`src/rtl/timer_multi_compare_if.sv`:
```
// Register bus and status outputs of the multi-channel compare timer.
// master: the control unit that issues register writes and observes state.
// slave : the timer itself, which drives the register readback, flags, irq and oc_out.
interface timer_multi_compare_if #(
  parameter int WIDTH  = 16,
  parameter int NUM_CH = 2
);
  // register writes
  logic                    ctrl_we;
  logic [4:0]              ctrl_wdata;   // {mode[1:0], cs[2:0]}
  logic                    tcnt_we;
  logic [WIDTH-1:0]        tcnt_wdata;
  logic [NUM_CH-1:0]       ocr_we;
  logic [WIDTH-1:0]        ocr_wdata;
  logic                    mask_we;
  logic [NUM_CH:0]         mask_wdata;
  logic [NUM_CH:0]         flag_clr;
  // state and status
  logic [4:0]              ctrl_o;
  logic [WIDTH-1:0]        tcnt_o;
  logic [NUM_CH*WIDTH-1:0] ocr_o;
  logic [NUM_CH:0]         mask_o;
  logic [NUM_CH:0]         flags_o;
  logic                    irq;
  logic [2:0]              irq_id;
  logic [NUM_CH-1:0]       oc_out;
  logic                    tick_o;

  modport master (
    output ctrl_we, ctrl_wdata, tcnt_we, tcnt_wdata, ocr_we, ocr_wdata,
           mask_we, mask_wdata, flag_clr,
    input  ctrl_o, tcnt_o, ocr_o, mask_o, flags_o, irq, irq_id, oc_out, tick_o
  );

  modport slave (
    input  ctrl_we, ctrl_wdata, tcnt_we, tcnt_wdata, ocr_we, ocr_wdata,
           mask_we, mask_wdata, flag_clr,
    output ctrl_o, tcnt_o, ocr_o, mask_o, flags_o, irq, irq_id, oc_out, tick_o
  );
endinterface

```
`src/rtl/timer_multi_compare.sv`:
```
// Up-counter timer with shared 10-bit prescaler and NUM_CH output-compare channels.
// Latency: register writes and count/compare effects are visible one clk after the edge; irq/irq_id/tick_o are combinational.
// Backpressure: none; writes are accepted every cycle. Ports: clk, reset_n (sync, active-low), bus (slave side of timer_multi_compare_if).
module timer_multi_compare #(
  parameter int WIDTH  = 16,
  parameter int NUM_CH = 2
) (
  input logic                  clk,
  input logic                  reset_n,
  timer_multi_compare_if.slave bus
);

  typedef logic [WIDTH-1:0] cnt_t;
  localparam cnt_t MAX = '1;

  logic [4:0]        ctrl_q, ctrl_d;
  logic [9:0]        pre_q, pre_d;
  cnt_t              tcnt_q, tcnt_d;
  cnt_t              ocr_q [NUM_CH];
  cnt_t              ocr_d [NUM_CH];
  cnt_t              buf_q [NUM_CH];
  cnt_t              buf_d [NUM_CH];
  logic [NUM_CH:0]   mask_q, mask_d;
  logic [NUM_CH:0]   flags_q, flags_d;
  logic [NUM_CH-1:0] oc_q, oc_d;
  logic              blk_q, blk_d;   // suppresses compare on first tick after tcnt_we

  logic [1:0]        mode;
  logic [2:0]        cs;
  logic              tick, ev, wrap, tov, pwm, leave_pwm, cs_stop;
  cnt_t              top;
  logic [NUM_CH-1:0] match;

  assign mode = ctrl_q[4:3];
  assign cs   = ctrl_q[2:0];
  assign pwm  = (mode == 2'd2);

  always_comb begin
    tick = 1'b0;
    case (cs)
      3'd1:    tick = 1'b1;
      3'd2:    tick = &pre_q[2:0];
      3'd3:    tick = &pre_q[5:0];
      3'd4:    tick = &pre_q[7:0];
      3'd5:    tick = &pre_q[9:0];
      default: tick = 1'b0;
    endcase
  end

  assign cs_stop   = (cs == 3'd0) || (cs > 3'd5);
  assign top       = (mode == 2'd1) ? ocr_q[0] : MAX;
  // A tick coinciding with tcnt_we is consumed by the write: no count, wrap or compare.
  assign ev        = tick && !bus.tcnt_we;
  assign wrap      = ev && (tcnt_q == top);
  assign tov       = wrap && (tcnt_q == MAX);
  assign leave_pwm = bus.ctrl_we && pwm && (bus.ctrl_wdata[4:3] != 2'd2);

  always_comb begin
    match = '0;
    for (int c = 0; c < NUM_CH; c++) begin
      match[c] = ev && !blk_q && (tcnt_q == ocr_q[c]);
    end
  end

  always_comb begin
    ctrl_d  = bus.ctrl_we ? bus.ctrl_wdata : ctrl_q;
    mask_d  = bus.mask_we ? bus.mask_wdata : mask_q;
    flags_d = (flags_q & ~bus.flag_clr) | {match, tov};

    if (bus.tcnt_we || (bus.ctrl_we && (bus.ctrl_wdata[2:0] != cs))) begin
      pre_d = '0;
    end else if (cs_stop) begin
      pre_d = '0;
    end else begin
      pre_d = pre_q + 10'd1;
    end

    if (bus.tcnt_we) begin
      tcnt_d = bus.tcnt_wdata;
    end else if (ev) begin
      tcnt_d = wrap ? '0 : tcnt_q + cnt_t'(1);
    end else begin
      tcnt_d = tcnt_q;
    end

    if (bus.tcnt_we) begin
      blk_d = 1'b1;
    end else if (tick) begin
      blk_d = 1'b0;
    end else begin
      blk_d = blk_q;
    end

    oc_d = oc_q;
    for (int c = 0; c < NUM_CH; c++) begin
      // Buffer always follows writes so leaving/entering PWM never exposes stale data.
      buf_d[c] = bus.ocr_we[c] ? bus.ocr_wdata : buf_q[c];
      ocr_d[c] = ocr_q[c];
      if (leave_pwm) begin
        ocr_d[c] = buf_d[c];
      end else if (pwm && wrap) begin
        ocr_d[c] = buf_q[c];
      end else if (!pwm && bus.ocr_we[c]) begin
        ocr_d[c] = bus.ocr_wdata;
      end

      if (pwm) begin
        // set at TOP beats clear on match, so OCR == MAX holds the output high
        if (wrap) begin
          oc_d[c] = 1'b1;
        end else if (match[c]) begin
          oc_d[c] = 1'b0;
        end
      end else if (match[c]) begin
        oc_d[c] = ~oc_q[c];
      end
    end
  end

  always_ff @(posedge clk) begin
    if (!reset_n) begin
      ctrl_q  <= '0;
      pre_q   <= '0;
      tcnt_q  <= '0;
      mask_q  <= '0;
      flags_q <= '0;
      oc_q    <= '0;
      blk_q   <= 1'b0;
      for (int c = 0; c < NUM_CH; c++) begin
        ocr_q[c] <= '0;
        buf_q[c] <= '0;
      end
    end else begin
      ctrl_q  <= ctrl_d;
      pre_q   <= pre_d;
      tcnt_q  <= tcnt_d;
      mask_q  <= mask_d;
      flags_q <= flags_d;
      oc_q    <= oc_d;
      blk_q   <= blk_d;
      for (int c = 0; c < NUM_CH; c++) begin
        ocr_q[c] <= ocr_d[c];
        buf_q[c] <= buf_d[c];
      end
    end
  end

  logic [NUM_CH:0]         pend;
  logic [2:0]              irq_id_w;
  logic [NUM_CH*WIDTH-1:0] ocr_flat;

  assign pend = flags_q & mask_q;

  // Flag bit c+1 (OCF c) maps to id c, bit 0 (TOV) to id NUM_CH; lowest id wins.
  always_comb begin
    irq_id_w = '0;
    if (pend[0]) begin
      irq_id_w = 3'(NUM_CH);
    end
    for (int i = NUM_CH; i >= 1; i--) begin
      if (pend[i]) begin
        irq_id_w = 3'(i - 1);
      end
    end
  end

  always_comb begin
    ocr_flat = '0;
    for (int c = 0; c < NUM_CH; c++) begin
      ocr_flat[c*WIDTH +: WIDTH] = ocr_q[c];
    end
  end

  assign bus.ctrl_o  = ctrl_q;
  assign bus.tcnt_o  = tcnt_q;
  assign bus.ocr_o   = ocr_flat;
  assign bus.mask_o  = mask_q;
  assign bus.flags_o = flags_q;
  assign bus.irq     = |pend;
  assign bus.irq_id  = irq_id_w;
  assign bus.oc_out  = oc_q;
  assign bus.tick_o  = tick;

endmodule

```
`src/flat_wrapper.sv`:
```
// flat-port wrapper written by rule: the top's interface ports become plain ports
module timer_multi_compare_flat 
#(
  parameter int WIDTH  = 16,
  parameter int NUM_CH = 2
)
  (clk, reset_n, bus_ctrl_we, bus_ctrl_wdata, bus_tcnt_we, bus_tcnt_wdata, bus_ocr_we, bus_ocr_wdata, bus_mask_we, bus_mask_wdata, bus_flag_clr, bus_ctrl_o, bus_tcnt_o, bus_ocr_o, bus_mask_o, bus_flags_o, bus_irq, bus_irq_id, bus_oc_out, bus_tick_o);
  timer_multi_compare_if #(.WIDTH(WIDTH), .NUM_CH(NUM_CH)) bus_i ();
  input logic clk;
  input logic reset_n;
  input wire logic [$bits(bus_i.ctrl_we)-1:0] bus_ctrl_we;
  input wire logic [$bits(bus_i.ctrl_wdata)-1:0] bus_ctrl_wdata;
  input wire logic [$bits(bus_i.tcnt_we)-1:0] bus_tcnt_we;
  input wire logic [$bits(bus_i.tcnt_wdata)-1:0] bus_tcnt_wdata;
  input wire logic [$bits(bus_i.ocr_we)-1:0] bus_ocr_we;
  input wire logic [$bits(bus_i.ocr_wdata)-1:0] bus_ocr_wdata;
  input wire logic [$bits(bus_i.mask_we)-1:0] bus_mask_we;
  input wire logic [$bits(bus_i.mask_wdata)-1:0] bus_mask_wdata;
  input wire logic [$bits(bus_i.flag_clr)-1:0] bus_flag_clr;
  output wire logic [$bits(bus_i.ctrl_o)-1:0] bus_ctrl_o;
  output wire logic [$bits(bus_i.tcnt_o)-1:0] bus_tcnt_o;
  output wire logic [$bits(bus_i.ocr_o)-1:0] bus_ocr_o;
  output wire logic [$bits(bus_i.mask_o)-1:0] bus_mask_o;
  output wire logic [$bits(bus_i.flags_o)-1:0] bus_flags_o;
  output wire logic [$bits(bus_i.irq)-1:0] bus_irq;
  output wire logic [$bits(bus_i.irq_id)-1:0] bus_irq_id;
  output wire logic [$bits(bus_i.oc_out)-1:0] bus_oc_out;
  output wire logic [$bits(bus_i.tick_o)-1:0] bus_tick_o;
  assign bus_i.ctrl_we = bus_ctrl_we;
  assign bus_i.ctrl_wdata = bus_ctrl_wdata;
  assign bus_i.tcnt_we = bus_tcnt_we;
  assign bus_i.tcnt_wdata = bus_tcnt_wdata;
  assign bus_i.ocr_we = bus_ocr_we;
  assign bus_i.ocr_wdata = bus_ocr_wdata;
  assign bus_i.mask_we = bus_mask_we;
  assign bus_i.mask_wdata = bus_mask_wdata;
  assign bus_i.flag_clr = bus_flag_clr;
  assign bus_ctrl_o = bus_i.ctrl_o;
  assign bus_tcnt_o = bus_i.tcnt_o;
  assign bus_ocr_o = bus_i.ocr_o;
  assign bus_mask_o = bus_i.mask_o;
  assign bus_flags_o = bus_i.flags_o;
  assign bus_irq = bus_i.irq;
  assign bus_irq_id = bus_i.irq_id;
  assign bus_oc_out = bus_i.oc_out;
  assign bus_tick_o = bus_i.tick_o;
  timer_multi_compare #(.WIDTH(WIDTH), .NUM_CH(NUM_CH)) u_core (.clk(clk), .reset_n(reset_n), .bus(bus_i));
endmodule
```
`config.mk`:
```
export PLATFORM = sky130hd
export DESIGN_NAME = timer_multi_compare_flat
export DESIGN_NICKNAME = d
export VERILOG_FILES = /design/src/rtl/timer_multi_compare_if.sv /design/src/rtl/timer_multi_compare.sv /design/src/flat_wrapper.sv
export SDC_FILE = /design/constraint.sdc
export NUM_CORES = 1
export LEC_CHECK = 0
export ABC_AREA = 1
export CORE_MARGIN = 5
export CORE_UTILIZATION = 25
export CTS_BUF_LIST = sky130_fd_sc_hd__clkbuf_4 sky130_fd_sc_hd__clkbuf_8
export CTS_CLUSTER_SIZE = 8
export DETAILED_ROUTE_END_ITERATION = 16
export DONT_BUFFER_PORTS = 1
export GPL_ROUTABILITY_DRIVEN = 0
export HOLD_SLACK_MARGIN = 0.02
export PLACE_DENSITY_LB_ADDON = 0.2
export REMOVE_ABC_BUFFERS = 1
export SYNTH_ARGS = -nofsm -noshare
export SYNTH_HDL_FRONTEND = slang
export SYNTH_SLANG_ARGS = --single-unit
```
`constraint.sdc`:
```
create_clock -name clk -period 4.7 [get_ports clk]
set_clock_uncertainty 0.15 [all_clocks]
set_input_delay 0.94 -clock clk [delete_from_list [all_inputs] [get_ports clk]]
set_output_delay 0.94 -clock clk [all_outputs]
set_load 0.01 [all_outputs]
```
# Word level (Yosys, flattened, before mapping)
# Memories as Yosys holds them, arrays and structs flattened.
# Index checks and enable logic that the tools add are counted.
# totals
input_bits,50
mem_bits_rw,64
word_cells,101
romBits,0
reg_bits,40
memories,2
latchBits,0
# classes
n_addsub,2
n_reduce_logical,32
n_lt_le_gt_ge,1
bitwise,11
n_mul,0
shift,0
eq_ne,13
div_mod_pow,0
muxes,32
# mem_list
name,depth,word_bits,read_ports,rd_ports_with_merged_regs,write_ports,line,source
u_core.buf_q,2,16,2,0,2,timer_multi_compare.sv:21,cnt_t buf_q [NUM_CH];
u_core.ocr_q,2,16,2,0,2,timer_multi_compare.sv:19,cnt_t ocr_q [NUM_CH];
# ops
op,count
two-way mux 16 bit,16
== test 16 bit,3
adder 16 x 1 -> 16 bit (second input constant),1
== test 16 bit (second input constant),1
logical AND 1 bit,12
two-way mux 1 bit,12
nonzero test 2 bit,6
adder 10 x 1 -> 10 bit (second input constant),1
AND reduction 10 bit,1
AND reduction 8 bit,1
bitwise AND 3 bit,2
== test 3 x 2 -> 1 bit (second input constant),2
== test 3 bit (second input constant),2
two-way mux 2 bit,3
AND reduction 6 bit,1
OR reduction 3 bit,2
one-hot mux 1 bit (5 select lines),1
OR 1 bit,4
AND reduction 2 bit,2
== test 3 x 1 -> 1 bit (second input constant),1
> comparator 3 bit (second input constant),1
zero test 1 bit,3
zero test 3 bit,1
inequality test 3 bit,1
other kinds (8),11

# Longest topological paths before layout
# depth
depth_word,8
depth_mapped,16

# Worst setup path after synthesis
# OpenSTA, ideal clock, no wires.
# synth_path
path_type,reg-to-output
startpoint,reg u_core.pre_q[0]
endpoint,out bus_tick_o
t_arrival_ns,1.182
stages_incl_launch_ff,9
t_required_ns,3.610
slack_ns,2.428
cell_sequence,dfxtp_1 -> ha_1 -> ha_1 -> nor2_1 -> nor2_1 -> nand2_1 -> nand2_1 -> nor2_2 -> inv_1
# synth_via
elab_chain_cells,2
elab_cells_between_ends,5
classes_between,mux: 1; reduce/logical: 4
# synth_rtl
item,line,source
from (decl),timer_multi_compare.sv:17,"logic [9:0] pre_q, pre_d;"
from (signal assigned),timer_multi_compare.sv:135,pre_q <= pre_d;
"AND reduction 10 bit, or another cell as far along",timer_multi_compare.sv:45,3'd5: tick = &pre_q[9:0];
one-hot mux 1 bit (5 select lines) (*),timer_multi_compare.sv:40,case (cs)
to (decl),flat_wrapper.sv:28,output wire logic [$bits(bus_i.tick_o)-1:0] bus_tick_o;
# Mark *: on every way between the ends. The rest lies on a longest branch, timed or not.

==> results.ini <==
[run_status]
outcome=finished clean

[synth]
synthXorXnorAreaFrac_pct=3.313
synth_simple_gate_area_share_pct=35.25
synth.top_cell.area_share_pct=34.25
synthAdderAreaFrac_pct=0.6174
async_reset_ff_share_pct=0
synth_cell_type_count=41
synth_common_cells=nand2_1, dfxtp_1, nand3_1, inv_1, nor2_1
synth_compound_area_share_pct=16.05
muxShareOfSynthArea_pct=0
synth_seq_area_share_pct=34.25
yosysMostFrequentCell=nand2_1
synth-edff-count=0
dominantRegCellSynth=dfxtp_1
synthCells=925
synthTopCellsByArea=dfxtp_1, nand2_1, nand3_1
syn-cell-area_um2=6080
synth_top_cell_by_area=dfxtp_1
yosys_warnings=0
syn_area_per_cell_um2=6.573
synth_top_family_by_area=simple AND/OR/NAND/NOR gates
synth.ff_latch_count=104

[detailed_routing]
wl_mm=19.68
dr.first_iter.drc_count=377
wl_met3_mm=1.252
wire_per_inst_um=16.16
dr_wl_met2_mm=8.884
viasPerCell=4.606
wl_met1_mm=9.365
via_count=5610
routed.top_layer=met4
drcViolationCount=0
ant_nets=0
drt_pass1_iterations=5

[sta]
fmax_ghz=0.3263
setup_tns_ns=0
worst_pin_slew_ns=1.100
slew_viol_final=0
rsz0062_at_grt=no
final-setup-viol-count=0
finalHoldViolCount=0
period_minus_slack_ns=3.065
finalCritPeriodShare_pct=65.20
hold_ws_ns=0.3073
slew_headroom_pct=26.61

[critical_path]
cp.arrival_ns=3.24
worstPathRequired_ns=4.88
crit_path_frequent_cell=nand2_1
crit_path_cell_trace=inv_4 > nor2_4 > nand2_1 > nand2_1 > nand2_1 > clkinv_1 > nand2_1 > nor2_2 > nand4_4 > nand2_4 > o21ai_0 > a21oi_1
slowest_delay_ns=0.85
r2r-start=u_core.bus.ctrl_o[3]
startpoint_type=flip-flop
end_kind=flip-flop
cp-startpoint=u_core.bus.ctrl_o[3]
cp_slowest_cell=dfxtp_1
rrSetupSlack_ns=1.64
worstSetupPathType=reg -> reg
path_buf_inv=2
crit_fanout=32
path_delay_family=simple AND/OR/NAND/NOR gates

[global_routing]
grt_antenna_before_repair=0
grt_remaining_overflow=0
grt.total_usage_pct=14.12
grt_max_degree=45
grt_pass1_wl_mm=31.06
grt_pass1_vias=5231

[clocking]
htree_num_levels=3
clk_path_buf_depth=2
clk_latency_ns=0.39
clk_pin_slew_worst_paths_ns=0.11
ctsHoldBuffers=0
cts_resized=0
postCtsSetupBuffers=0
cts.sinks=104
cts-root-buf=clkbuf_8
cts_tree=done
cts_inserted_buffers=9

[pwr]
vdd.ir_drop.worst_mv=0.1196
p_total_mw=1.900
cellLeakagePower_nw=2.671
power_density_nw_per_um2=297.4

[floorplan]
die_y_um=165.9
die_area_um2=27540
initial_utilization_pct=25.22
die_w_um=165.9
io_pins=116
core_um2=24110
num_rows=57

[cells_and_area]
drive_gt1_share_pct=8.501
fin_util_pct=26.51
antenna_cells=0
fin_nets=942
area_growth_pct=5.104

[placement]
hpwl_mm=14.49
portBuffers=0

[worst_hold_path]
min_path_type=reg -> reg
min_from=u_core.pre_q[0]

[job]
cap_violations=0

-- flip-flops by register name, summed over array words and instances (netlist names) --
| signal | cells |
|---|---|
| u_core.buf_q | 32 |
| u_core.bus.flags_o | 3 |
| u_core.bus.mask_o | 3 |
| u_core.ocr_q | 32 |
| u_core.bus.tcnt_o | 16 |
| u_core.blk_q | 1 |
| u_core.pre_q | 10 |
| u_core.bus.oc_out | 2 |
| u_core.bus.ctrl_o | 5 |
-- kinds of logic after synthesis --
logic type | after synthesis
adder cells (fa/ha/maj) | 3
buffers and inverters | 140
flip-flops | 104
other | 1
AND/OR/NAND/NOR | 490
XOR/XNOR | 23
AO/OA/AOI/OAI | 164
-- layer usage --
| metal | vias up | track usage [%] |
|---|---|---|
| met5 | - | 0 |
| met3 | 11 | 4.237 |
| met4 | 0 | 3.013 |
| li1 | 2923 | - |
| met2 | 112 | 22.34 |
| met1 | 2564 | 19.12 |
-- final timing paths --
| path | to | cells after the start |
|---|---|---|
| setup reg to reg | u_core.ocr_q[0][17] | 12 |
| setup / recovery | u_core.ocr_q[0][17] | 12 |
| hold reg to reg | u_core.pre_q[0] | 1 |
| hold / removal | u_core.pre_q[0] | 1 |
-- final cells by class --
| cell class | instances | area [µm²] |
|---|---|---|
| Timing Repair Buffer | 2 | 15.01 |
| Fill cell | 2794 | 17720 |
| Tap cell | 324 | 405.4 |
| Clock buffer | 11 | 138.9 |
| Clock inverter | 5 | 40.04 |
| Inverter | 91 | 346.6 |
| Sequential cell | 104 | 2082 |
| Multi-Input combinational cell | 681 | 3362 |
-- worst reg2reg max path, delay by kind of cell (launching register included) --
family | cells | cell delay [ns]
compound gates | 2 | 0.28
buf+inv | 2 | 0.10
flops | 1 | 0.85
simple gates | 8 | 1.62
-- stage by stage --
step           setup WS, ns  cell area [µm²]  std cells
6_report              1.635             6390       1218
5_1_grt               1.385             6390       1218
4_1_cts               1.591             6390       1218
3_5_place_dp          1.613             6211       1202
3_3_place_gp          1.634             6211       1202
2_1_floorplan         1.805             5791        876
-- cells in the final DEF (no fill, tap or decap), drive strengths merged --
master / n
nor4: 2
o21ai: 91
xnor2: 15
o31ai: 2
clkinv: 3
nand4: 8
inv: 91
nor3: 10
o22ai: 2
ha: 3
o2111ai: 3
nand3: 91
nor2: 93
a211oi: 1
a31oi: 18
nor3b: 1
clkinvlp: 2
dfxtp: 104
nand2: 281
a21oi: 47
buf: 2
or2: 1
clkbuf: 11
nand3b: 3
conb: 1
xor2: 8
-- power breakdown --
part           switching, mW  internal, mW  leakage (nW)
logic                  0.190         0.107          1.72
clock network          0.347         0.210        0.0887
registers              0.106         0.941         0.860
No activity file was read; power rests on OpenSTA's default activity.
